$ cat src/rtl/alu_wb_ctrl.sv
// Register-bank sequencer and 4-bit ALU: accepted command -> RegWrite 3 cycles later -> done 4 cycles later.
// Not pipelined; start is only honoured in IDLE, so commands that arrive while busy are dropped.
module alu_wb_ctrl #(
    parameter int DAT_WIDTH  = 4,
    parameter int ADDR_WIDTH = 4
) (
    input  logic                  clk,
    input  logic                  rst,
    input  logic                  start,
    input  logic [2:0]            op,
    input  logic [ADDR_WIDTH-1:0] rd,
    input  logic [ADDR_WIDTH-1:0] rs1,
    input  logic [ADDR_WIDTH-1:0] rs2,
    output logic [ADDR_WIDTH-1:0] addrRa,
    output logic [ADDR_WIDTH-1:0] addrRb,
    input  logic [DAT_WIDTH-1:0]  datOutRa,
    input  logic [DAT_WIDTH-1:0]  datOutRb,
    output logic [ADDR_WIDTH-1:0] addrW,
    output logic [DAT_WIDTH-1:0]  datW,
    output logic                  RegWrite,
    output logic                  busy,
    output logic                  done,
    output logic                  flag_c,
    output logic                  flag_z
);

    typedef enum logic [2:0] {
        S_IDLE  = 3'd0,
        S_READ  = 3'd1,
        S_EXEC  = 3'd2,
        S_WRITE = 3'd3,
        S_DONE  = 3'd4
    } state_t;

    localparam logic [2:0] OP_ADD = 3'b000;
    localparam logic [2:0] OP_SUB = 3'b001;
    localparam logic [2:0] OP_AND = 3'b010;
    localparam logic [2:0] OP_OR  = 3'b011;
    localparam logic [2:0] OP_XOR = 3'b100;
    localparam logic [2:0] OP_NOT = 3'b101;
    localparam logic [2:0] OP_MOV = 3'b110;
    localparam logic [2:0] OP_SHL = 3'b111;

    state_t                r_state;
    state_t                w_next;
    logic                  w_accept;

    logic [2:0]            r_op;
    logic [ADDR_WIDTH-1:0] r_rd;
    logic [ADDR_WIDTH-1:0] r_addrRa;
    logic [ADDR_WIDTH-1:0] r_addrRb;
    logic [DAT_WIDTH-1:0]  r_opA;
    logic [DAT_WIDTH-1:0]  r_opB;
    logic [ADDR_WIDTH-1:0] r_addrW;
    logic [DAT_WIDTH-1:0]  r_datW;
    logic                  r_regwrite;
    logic                  r_busy;
    logic                  r_done;
    logic                  r_flag_c;
    logic                  r_flag_z;

    logic [DAT_WIDTH:0]    w_sum;
    logic [DAT_WIDTH:0]    w_diff;
    logic [DAT_WIDTH-1:0]  w_res;
    logic                  w_c;
    logic                  w_z;

    always_ff @(posedge clk or negedge rst) begin
        if (!rst) begin
            r_state <= S_IDLE;
        end else begin
            r_state <= w_next;
        end
    end

    always_comb begin
        w_next   = r_state;
        w_accept = 1'b0;
        case (r_state)
            S_IDLE: begin
                if (start) begin
                    w_accept = 1'b1;
                    w_next   = S_READ;
                end
            end
            S_READ:  w_next = S_EXEC;
            S_EXEC:  w_next = S_WRITE;
            S_WRITE: w_next = S_DONE;
            S_DONE:  w_next = S_IDLE;
            default: w_next = S_IDLE;
        endcase
    end

    // Extra top bit of the sum/difference is the carry-out / borrow.
    assign w_sum  = {1'b0, r_opA} + {1'b0, r_opB};
    assign w_diff = {1'b0, r_opA} - {1'b0, r_opB};

    always_comb begin
        w_res = '0;
        w_c   = 1'b0;
        case (r_op)
            OP_ADD: begin
                w_res = w_sum[DAT_WIDTH-1:0];
                w_c   = w_sum[DAT_WIDTH];
            end
            OP_SUB: begin
                w_res = w_diff[DAT_WIDTH-1:0];
                w_c   = w_diff[DAT_WIDTH];
            end
            OP_AND: w_res = r_opA & r_opB;
            OP_OR:  w_res = r_opA | r_opB;
            OP_XOR: w_res = r_opA ^ r_opB;
            OP_NOT: w_res = ~r_opA;
            OP_MOV: w_res = r_opA;
            OP_SHL: begin
                w_res = {r_opA[DAT_WIDTH-2:0], 1'b0};
                w_c   = r_opA[DAT_WIDTH-1];
            end
            default: begin
                w_res = '0;
                w_c   = 1'b0;
            end
        endcase
    end

    assign w_z = (w_res == '0);

    // Control outputs are decoded from the next state so they line up with the state they describe.
    always_ff @(posedge clk or negedge rst) begin
        if (!rst) begin
            r_op       <= '0;
            r_rd       <= '0;
            r_addrRa   <= '0;
            r_addrRb   <= '0;
            r_opA      <= '0;
            r_opB      <= '0;
            r_addrW    <= '0;
            r_datW     <= '0;
            r_regwrite <= 1'b0;
            r_busy     <= 1'b0;
            r_done     <= 1'b0;
            r_flag_c   <= 1'b0;
            r_flag_z   <= 1'b0;
        end else begin
            r_regwrite <= (w_next == S_WRITE);
            r_done     <= (w_next == S_DONE);
            r_busy     <= (w_next != S_IDLE);
            if (w_accept) begin
                r_op     <= op;
                r_rd     <= rd;
                r_addrRa <= rs1;
                r_addrRb <= rs2;
            end
            if (r_state == S_READ) begin
                r_opA <= datOutRa;
                r_opB <= datOutRb;
            end
            if (r_state == S_EXEC) begin
                r_addrW  <= r_rd;
                r_datW   <= w_res;
                r_flag_c <= w_c;
                r_flag_z <= w_z;
            end
        end
    end

    assign addrRa   = r_addrRa;
    assign addrRb   = r_addrRb;
    assign addrW    = r_addrW;
    assign datW     = r_datW;
    assign RegWrite = r_regwrite;
    assign busy     = r_busy;
    assign done     = r_done;
    assign flag_c   = r_flag_c;
    assign flag_z   = r_flag_z;

endmodule

$ cat config.mk
export PLATFORM = sky130hd
export DESIGN_NAME = alu_wb_ctrl
export DESIGN_NICKNAME = d
export VERILOG_FILES = /design/src/rtl/alu_wb_ctrl.sv
export SDC_FILE = /design/constraint.sdc
export NUM_CORES = 1
export LEC_CHECK = 0
export CORE_AREA = 2 2 86 88
export CTS_CLUSTER_DIAMETER = 60
export DETAILED_ROUTE_END_ITERATION = 10
export DIE_AREA = 0 0 88 90
export PLACE_DENSITY = 0.57
export SETUP_SLACK_MARGIN = 0.5
export SLEW_MARGIN = 20
export SYNTH_ARGS = -nofsm -noshare
export SYNTH_HDL_FRONTEND = slang
export SYNTH_SLANG_ARGS = --single-unit
$ cat constraint.sdc
create_clock -name clk -period 6.9 [get_ports clk]
set_clock_uncertainty 0.1 [all_clocks]
set_input_delay 1.38 -clock clk [delete_from_list [all_inputs] [get_ports clk]]
set_output_delay 1.38 -clock clk [all_outputs]
set_load 0.01 [all_outputs]
# Yosys cells after proc, flatten, opt, wreduce, memory -nomap -nowiden
# Cells that the tools add are included.
# op_classes
add_sub_neg	2
n_eq_ne	12
n_mux	6
n_bitwise	4
n_reduce_logical	4
# ops
cell	count
4-bit one-hot mux with 8 select lines	1
3-bit by 2-bit equality test with 1-bit output (second input constant)	5
3-bit equality test (second input constant)	5
3-bit one-hot mux with 4 select lines	1
3-bit by 1-bit equality test with 1-bit output (second input constant)	2
3-bit logical NOT	2
4-bit by 4-bit adder with 5-bit output	1
4-bit by 4-bit subtractor with 5-bit output	1
4-bit AND	1
4-bit logical NOT	1
4-bit NOT	1
4-bit bitwise OR	1
4-bit bitwise XOR	1
3-bit 2-to-1 mux	1
1-bit one-hot mux with 3 select lines	1
3-bit nonzero test	1
1-bit 2-to-1 mux	2
# totals
register_bits	39
input_bits	26
out_inout_bits	21
elab_cells	42

# Longest topological paths before layout
# Gate-level depths: netlist of run 1.
# depth
word_depth	3
depth_mapped	9
depth_no_buf	9

# Worst setup path after synthesis of run 1
# No wires, ideal clock.
# synth_path
kind	input port to flip-flop
startpoint	in start
endpoint	reg r_addrRa[3] (netlist: addrRa[3])
setup_time_ns	0.125
t_arrival_ns	2.506
required_ns	6.675
path_slack_ns	4.169
path_stages	3
path_buffers	1
cell_sequence	nor4b_2 > buf_4 > mux2_2
# synth_via
elab_chain_cells	2
# synth_lines
element	line	rtl
from (decl)	9	input logic start,
1-bit 2-to-1 mux	81	if (start) begin
1-bit 2-to-1 mux	79	case (r_state)
to (signal assigned)	151	r_addrRa <= rs1;
to (decl)	50	logic [ADDR_WIDTH-1:0] r_addrRa;
# No other way between the ends.
# A chain may end at the register's enable or synchronous reset.

# Final worst setup path of run 1
# layout_path
startpoint	in start
endpoint	reg r_op[0]
# layout_via
elab_chain_cells	2
# layout_lines
element	line	rtl
1-bit 2-to-1 mux	81	
1-bit 2-to-1 mux	79	
to (signal assigned)	149	r_op <= op;
to (decl)	48	logic [2:0] r_op;
# No other way between the ends.

==> impl_metrics.csv, run 1 <==
group,metric,value,unit
outcome,status,"finished, final reports clean",
pwr,leakagePower,1.18,nW
global_route,grt_pass1_vias,1543,
detailed_routing,vias,1517,
layout,area_growth,30.7,%
global_route,grt_max_degree,40,
sta,worst_pin_slew,1020,ps
yosys,synth.avg_cell_area,10.4,um2
setup_path,cp-end-kind,"register",
layout,drive_gt1_share,11.2,%
detailed_routing,met2_length,2.07,mm
global_route,grt_use_total,11.9,%
sta,fmax,0.330,GHz
flow_run,drv_cap,0,
die,die_w,88,um
die,die_area,0.00792,mm2
die,ios,47,
clocking,postCtsHoldBufs,0,
setup_path,critPathSlowestCell,"nor4b_4",
global_route,grt_pass1_wl,7.49,mm
sta,finalCriticalPeriod,3030,ps
layout,layout_common_cells,"45 x clkdlybuf4s50_1, 39 x dfrtp_1, 31 x nand2_1",
sta,setup_viol,0,
setup_path,critPathArrivalTime,3100,ps
setup_path,startpoint_type,"primary input",
layout,design_area,0.00268,mm2
yosys,syn_area,0.00205,mm2
die,initial_core_util,29.2,%
clocking,path_clk_slew,70,ps
clocking,root_buffer,"clkbuf_8",
placement,place_area,0.00260,mm2
die,fp.dieH,90,um
layout,utilization,38.2,%
detailed_routing,highest_layer,"met4",
sta,setup_ws,3870,ps
setup_path,critPathLaunch,"start",
pwr,p_per_area,469,mW/mm2
global_route,grt_overflow,0,
clocking,clock_sinks,39,
hold_path,holdCritPathClass,"register to register",
sta,max_slew_margin,31.9,%
yosys,synth-simple-area-share,15.7,%
layout,nets,281,
setup_path,crit_chain,"clkdlybuf4s50_1 -> nor4b_4 -> mux2_2",
pwr,peakVddDrop,0.163,mV
yosys,synth.net_count,238,
placement,numPortBuffers,46,
yosys,muxShareOfSynthArea,10.7,%
detailed_routing,drt_iter0_markers,30,
yosys,synthAdderAreaFrac,9.27,%
layout,n_fill_cell,724,
yosys,ys_types,37,
yosys,synth_top_family_by_area,"simple AND/OR/NAND/NOR gates",
placement,dp_worst_setup_slack,3530,ps
yosys,yosys.area_share.xor_xnor,0.427,%
detailed_routing,wl_met3,114,um
sta,drv_slew,0,
detailed_routing,avgRoutedWirePerCell,12.6,um
detailed_routing,drt-total-wl,4.29,mm
layout,final_common_cell,"clkdlybuf4s50_1",
yosys,ys_seq_area_share,47.6,%
clocking,cts_tree,"done",
clocking,cts-buffers-inserted,5,
clocking,cts_resized,0,
sta,fin_tns_setup,0,ps
die,core_area,0.00702,mm2
global_route,antenna_found_initial,0,
setup_path,worstPathMaxFanout,17,
detailed_routing,viasPerCell,4.45,
clocking,htreeDepth,2,
yosys,yosys_warnings,0,
detailed_routing,drt_pass1_iterations,4,
setup_path,max_stage_delay,830,ps
clocking,insertion_delay,290,ps
setup_path,critPathBufInv,1,
placement,gp_congestion,0.806,
detailed_routing,wl_met1,2.07,mm
sta,finalCritPeriodShare,43.9,%
setup_path,r2r_start,"r_opA[0]",
clocking,clk_path_buf_depth,2,
sta,holdWs,373,ps
setup_path,worstPathRequired,6970,ps
hold_path,holdCritStartpoint,"r_rd[3]",
yosys,synth_compound_area_share,11.5,%
clocking,post_cts.repair.setup_buffers,0,
setup_path,cp_top_family,"simple AND/OR/NAND/NOR gates",
layout,n_antenna_cell,0,
yosys,ys_ff_latch,39,
detailed_routing,drc_errors,0,
yosys,synth_cells,198,
setup_path,worst-setup-path-type,"primary input to register",
placement,hpwl,3.17,mm
sta,finalHoldViolCount,0,
setup_path,reg2reg_slack,4550,ps
sta,rsz0062_at_grt,"false",
die,rows,31,
detailed_routing,final_antenna_net_count,0,
==> registers in the layout, summed over array words and instances, names as in the netlist, 3 cells and up <==
| signal | cells |
|---|---|
| r_state | 3 |
| r_opA | 4 |
| r_rd | 4 |
| datW | 4 |
| addrW | 4 |
| r_op | 3 |
| addrRa | 4 |
| r_opB | 4 |
| addrRb | 4 |
==> layer usage <==
| metal | global-route usage [%] | up-vias |
|---|---|---|
| li1 | - | 760 |
| met1 | 16.4 | 731 |
| met2 | 18.6 | 24 |
| met3 | 2.57 | 2 |
| met4 | 3.97 | 0 |
| met5 | 0 | - |
==> where the power goes <==
part	internal (mW)	switching [mW]	leakage [nW]
clock	0.0707	0.0809	0.0412
combinational	0.347	0.300	0.666
sequential	0.338	0.122	0.476
total	0.755	0.503	1.18
==> worst reg2reg max path, stage by stage, from the launching register on <==
cell and delay, ps:
dfrtp_1 420, inv_1 110, ha_1 180, inv_1 50
fa_1 470, mux2i_1 60, mux4_2 490, and3_1 160
a22o_1 190
==> through the flow <==
stage | std cells | power [mW]
after floorplan | 198 | 0.880
after global placement | 333 | 1.11
after detailed placement | 333 | 1.12
after CTS | 341 | 1.28
after global routing | 341 | 1.38
final | 341 | 1.26
==> kinds of logic (layout without fill, tap and decap cells) <==
group,count (synthesis),in the layout
fa+ha+maj,14,14
buf+inv,24,68
compound gates,37,37
mux,19,19
flops,39,39
xor+xnor,1,1
simple gates,64,64
==> cell usage after synthesis, drive strengths merged <==
cell    instances  area, um2
o21ai          17       85.1
and3            3       18.8
nor4b           1       15.0
o211ai          2       15.0
fa              2       40.0
o21bai          1       7.51
xor2            1       8.76
clkbuf          7       27.5
a211oi          1       12.5
mux4            1       22.5
a32oi           1       8.76
or2             1       6.26
nor3b           2       15.0
nand3           2       10.0
a22o            1       8.76
nand2b          7       43.8
nor3            2       10.0
a21oi           5       25.0
or3b            1       8.76
inv            13       48.8
nor2            7       26.3
a21o            2       15.0
nand2          31        116
o22ai           1       6.26
mux2i           4       40.0
mux2           14        158
o41ai           1       8.76
a211o           1       8.76
ha             12        150
nor2b           3       18.8
and3b           3       26.3
buf             4       22.5
a311oi          4       35.0
nor4            1       6.26
dfrtp          39        976
==> worst paths after layout <==
check	cells after the start	to
max in group asynchronous	1	datW[0]
hold / removal	2	addrW[3]
setup reg to reg	8	flag_z
min in group asynchronous	1	busy
hold reg to reg	2	addrW[3]
setup / recovery	3	r_op[0]
==> area by class of cell <==
class | instances | area (um2) | share of cell area (%)
clock inverters | 2 | 12.5 | 0.466
flip-flops and latches | 39 | 976 | 36.4
well taps | 99 | 124 | 4.62
clock buffers | 6 | 72.6 | 2.71
inverters | 13 | 48.8 | 1.82
multi-input cells | 135 | 986 | 36.8
repair buffers | 47 | 463 | 17.3
Power figures use the tool's default switching activity.
==> run 2, diff against run 1 <==
--- a/config.mk
+++ b/config.mk
@@ -9,7 +9,7 @@
 export CTS_CLUSTER_DIAMETER = 60
 export DETAILED_ROUTE_END_ITERATION = 10
 export DIE_AREA = 0 0 88 90
-export PLACE_DENSITY = 0.57
+export PLACE_DENSITY = 0.59
 export SETUP_SLACK_MARGIN = 0.5
 export SLEW_MARGIN = 20
 export SYNTH_ARGS = -nofsm -noshare
==> constraint.sdc (replaced) <==
create_clock -name clk -period 2.6 [get_ports clk]
set_clock_uncertainty 0.1 [all_clocks]
set_input_delay 0.52 -clock clk [delete_from_list [all_inputs] [get_ports clk]]
set_output_delay 0.52 -clock clk [all_outputs]
set_load 0.01 [all_outputs]
==> run 2 against run 1 <==
- worst setup slack lost 3500 ps
- non-clock buffer count grew 6
- combinational power increased to 2.8 times the previous value
- critical path depth increased by 5
- global-route usage shrank 0.55 points
- clock power rose to 2.7 times the previous value
- sequential share of layout area decreased by 1.0 points
- register-to-register slack lost 4200 ps
- sequential power grew to 2.7 times the previous value
- first-iteration DRC count increased to 2.8 times the previous value
- worst hold slack got worse by 150 ps
- critical path type is now register to register
- largest power group unchanged
==> impl_metrics.csv, run 2 (same netlist as run 1, synthesis figures left out) <==
group,metric,value,unit
pwr,finalPower,3.47,mW
detailed_routing,drt_iter0_markers,83,
clocking,insertion_delay,290,ps
sta,finalCriticalPeriod,2220,ps
placement,dp_worst_setup_slack,372,ps
die,rows,31,
setup_path,cp-end-kind,"register",
detailed_routing,drc_errors,0,
clocking,htreeDepth,2,
global_route,grt_pass1_vias,1468,
detailed_routing,viasPerCell,4.40,
detailed_routing,drt_pass1_iterations,4,
sta,holdWs,226,ps
global_route,grt_max_degree,40,
detailed_routing,drt-total-wl,4.18,mm
sta,setup_viol,0,
setup_path,worstPathRequired,2690,ps
placement,gp_congestion,0.797,
clocking,root_buffer,"clkbuf_8",
global_route,antenna_found_initial,0,
outcome,status,"finished, final reports clean",
detailed_routing,final_antenna_net_count,0,
die,die_area,0.00792,mm2
global_route,grt_use_total,11.4,%
detailed_routing,wl_met1,2.01,mm
sta,worst_pin_slew,843,ps
detailed_routing,met2_length,2.03,mm
setup_path,startpoint_type,"register",
layout,n_antenna_cell,0,
layout,layout_common_cells,"45 x clkdlybuf4s50_1, 36 x dfrtp_1, 31 x nand2_1",
sta,finalHoldViolCount,0,
pwr,leakagePower,1.20,nW
sta,finalCritPeriodShare,85.5,%
clocking,postCtsHoldBufs,0,
detailed_routing,vias,1526,
clocking,clk_path_buf_depth,2,
layout,instances_no_fill,347,
global_route,grt_pass1_wl,7.09,mm
layout,nets,287,
placement,hpwl,3.11,mm
detailed_routing,wl_met3,90,um
die,die_w,88,um
sta,drv_slew,0,
flow_run,drv_cap,0,
detailed_routing,avgRoutedWirePerCell,12.1,um
clocking,cts_tree,"done",
hold_path,holdCritPathClass,"primary input to async pin",
layout,final_common_cell,"clkdlybuf4s50_1",
die,initial_core_util,29.2,%
clocking,clock_sinks,39,
sta,max_slew_margin,43.8,%
sta,fin_tns_setup,0,ps
setup_path,worstPathMaxFanout,4,
layout,utilization,39.5,%
placement,dp_cells,336,
die,fp.dieH,90,um
pwr,p_per_area,1250,mW/mm2
placement,place_area,0.00264,mm2
sta,fmax,0.450,GHz
die,core_area,0.00702,mm2
detailed_routing,highest_layer,"met4",
global_route,grt_overflow,0,
pwr,peakVddDrop,0.356,mV
setup_path,critPathArrivalTime,2310,ps
setup_path,worst-setup-path-type,"register to register",
clocking,cts-buffers-inserted,5,
sta,rsz0062_at_grt,"true",
clocking,path_clk_slew,80,ps
layout,design_area,0.00277,mm2
layout,drive_gt1_share,18.1,%
sta,setup_ws,378,ps
placement,numPortBuffers,46,
layout,area_growth,35.0,%
die,ios,47,
-- run 2: where the power goes --
group          switching, mW  internal, mW
combinational          0.835          1.00
clock                  0.225         0.187
sequential             0.320         0.901
total                   1.38          2.09
-- run 2: path summary, 6_finish.rpt --
check,endpoint,slack (ps),cells after the start,start
worst min register to register,addrW[0],370,2,r_rd[0]
worst max-delay path,flag_z,380,8,r_opA[0]
max in group asynchronous,r_op[1],1590,1,rst
worst max register to register,flag_z,380,8,r_opA[0]
worst min-delay path,addrRa[2],230,1,rst
min in group clk,addrW[0],370,2,r_rd[0]
-- run 2: layout make-up --
type                    count  area [um2]
fillers                   733        4250
repair buffers             53         508
clock buffers               5        68.8
clock inverters             3        20.0
multi-input cells         135        1020
flip-flops and latches     39         980
well taps                  99         124
inverters                  13        48.8
-- run 2: repair_timing --
item,in CTS,in global routing
cloned,0,0
gates resized for setup,1,7
pin swaps,0,3
setup endpoints to repair,2,4
setup buffers,1,2
-- run 2: worst max-delay path: stages, from the launching register on --
cell	delay, ps
dfrtp_1	420
inv_2	90
ha_4	130
inv_2	30
fa_1	460
mux2i_1	60
mux4_2	490
and3_4	160
a22o_1	170
-- run 2: metal layers --
layer / track usage [%] / vias up
li1: - / 774
met1: 15.8 / 721
met2: 17.6 / 25
met3: 2.48 / 6
met4: 3.46 / 0
met5: 0 / -
==> run 3, diff against run 2 <==
--- a/config.mk
+++ b/config.mk
@@ -11,7 +11,7 @@
 export DIE_AREA = 0 0 88 90
 export PLACE_DENSITY = 0.59
 export SETUP_SLACK_MARGIN = 0.5
-export SLEW_MARGIN = 20
+export SLEW_MARGIN = 0
 export SYNTH_ARGS = -nofsm -noshare
 export SYNTH_HDL_FRONTEND = slang
 export SYNTH_SLANG_ARGS = --single-unit
==> results of run 3 <==
Final layout, timing and power as in run 2 (identical DEF).
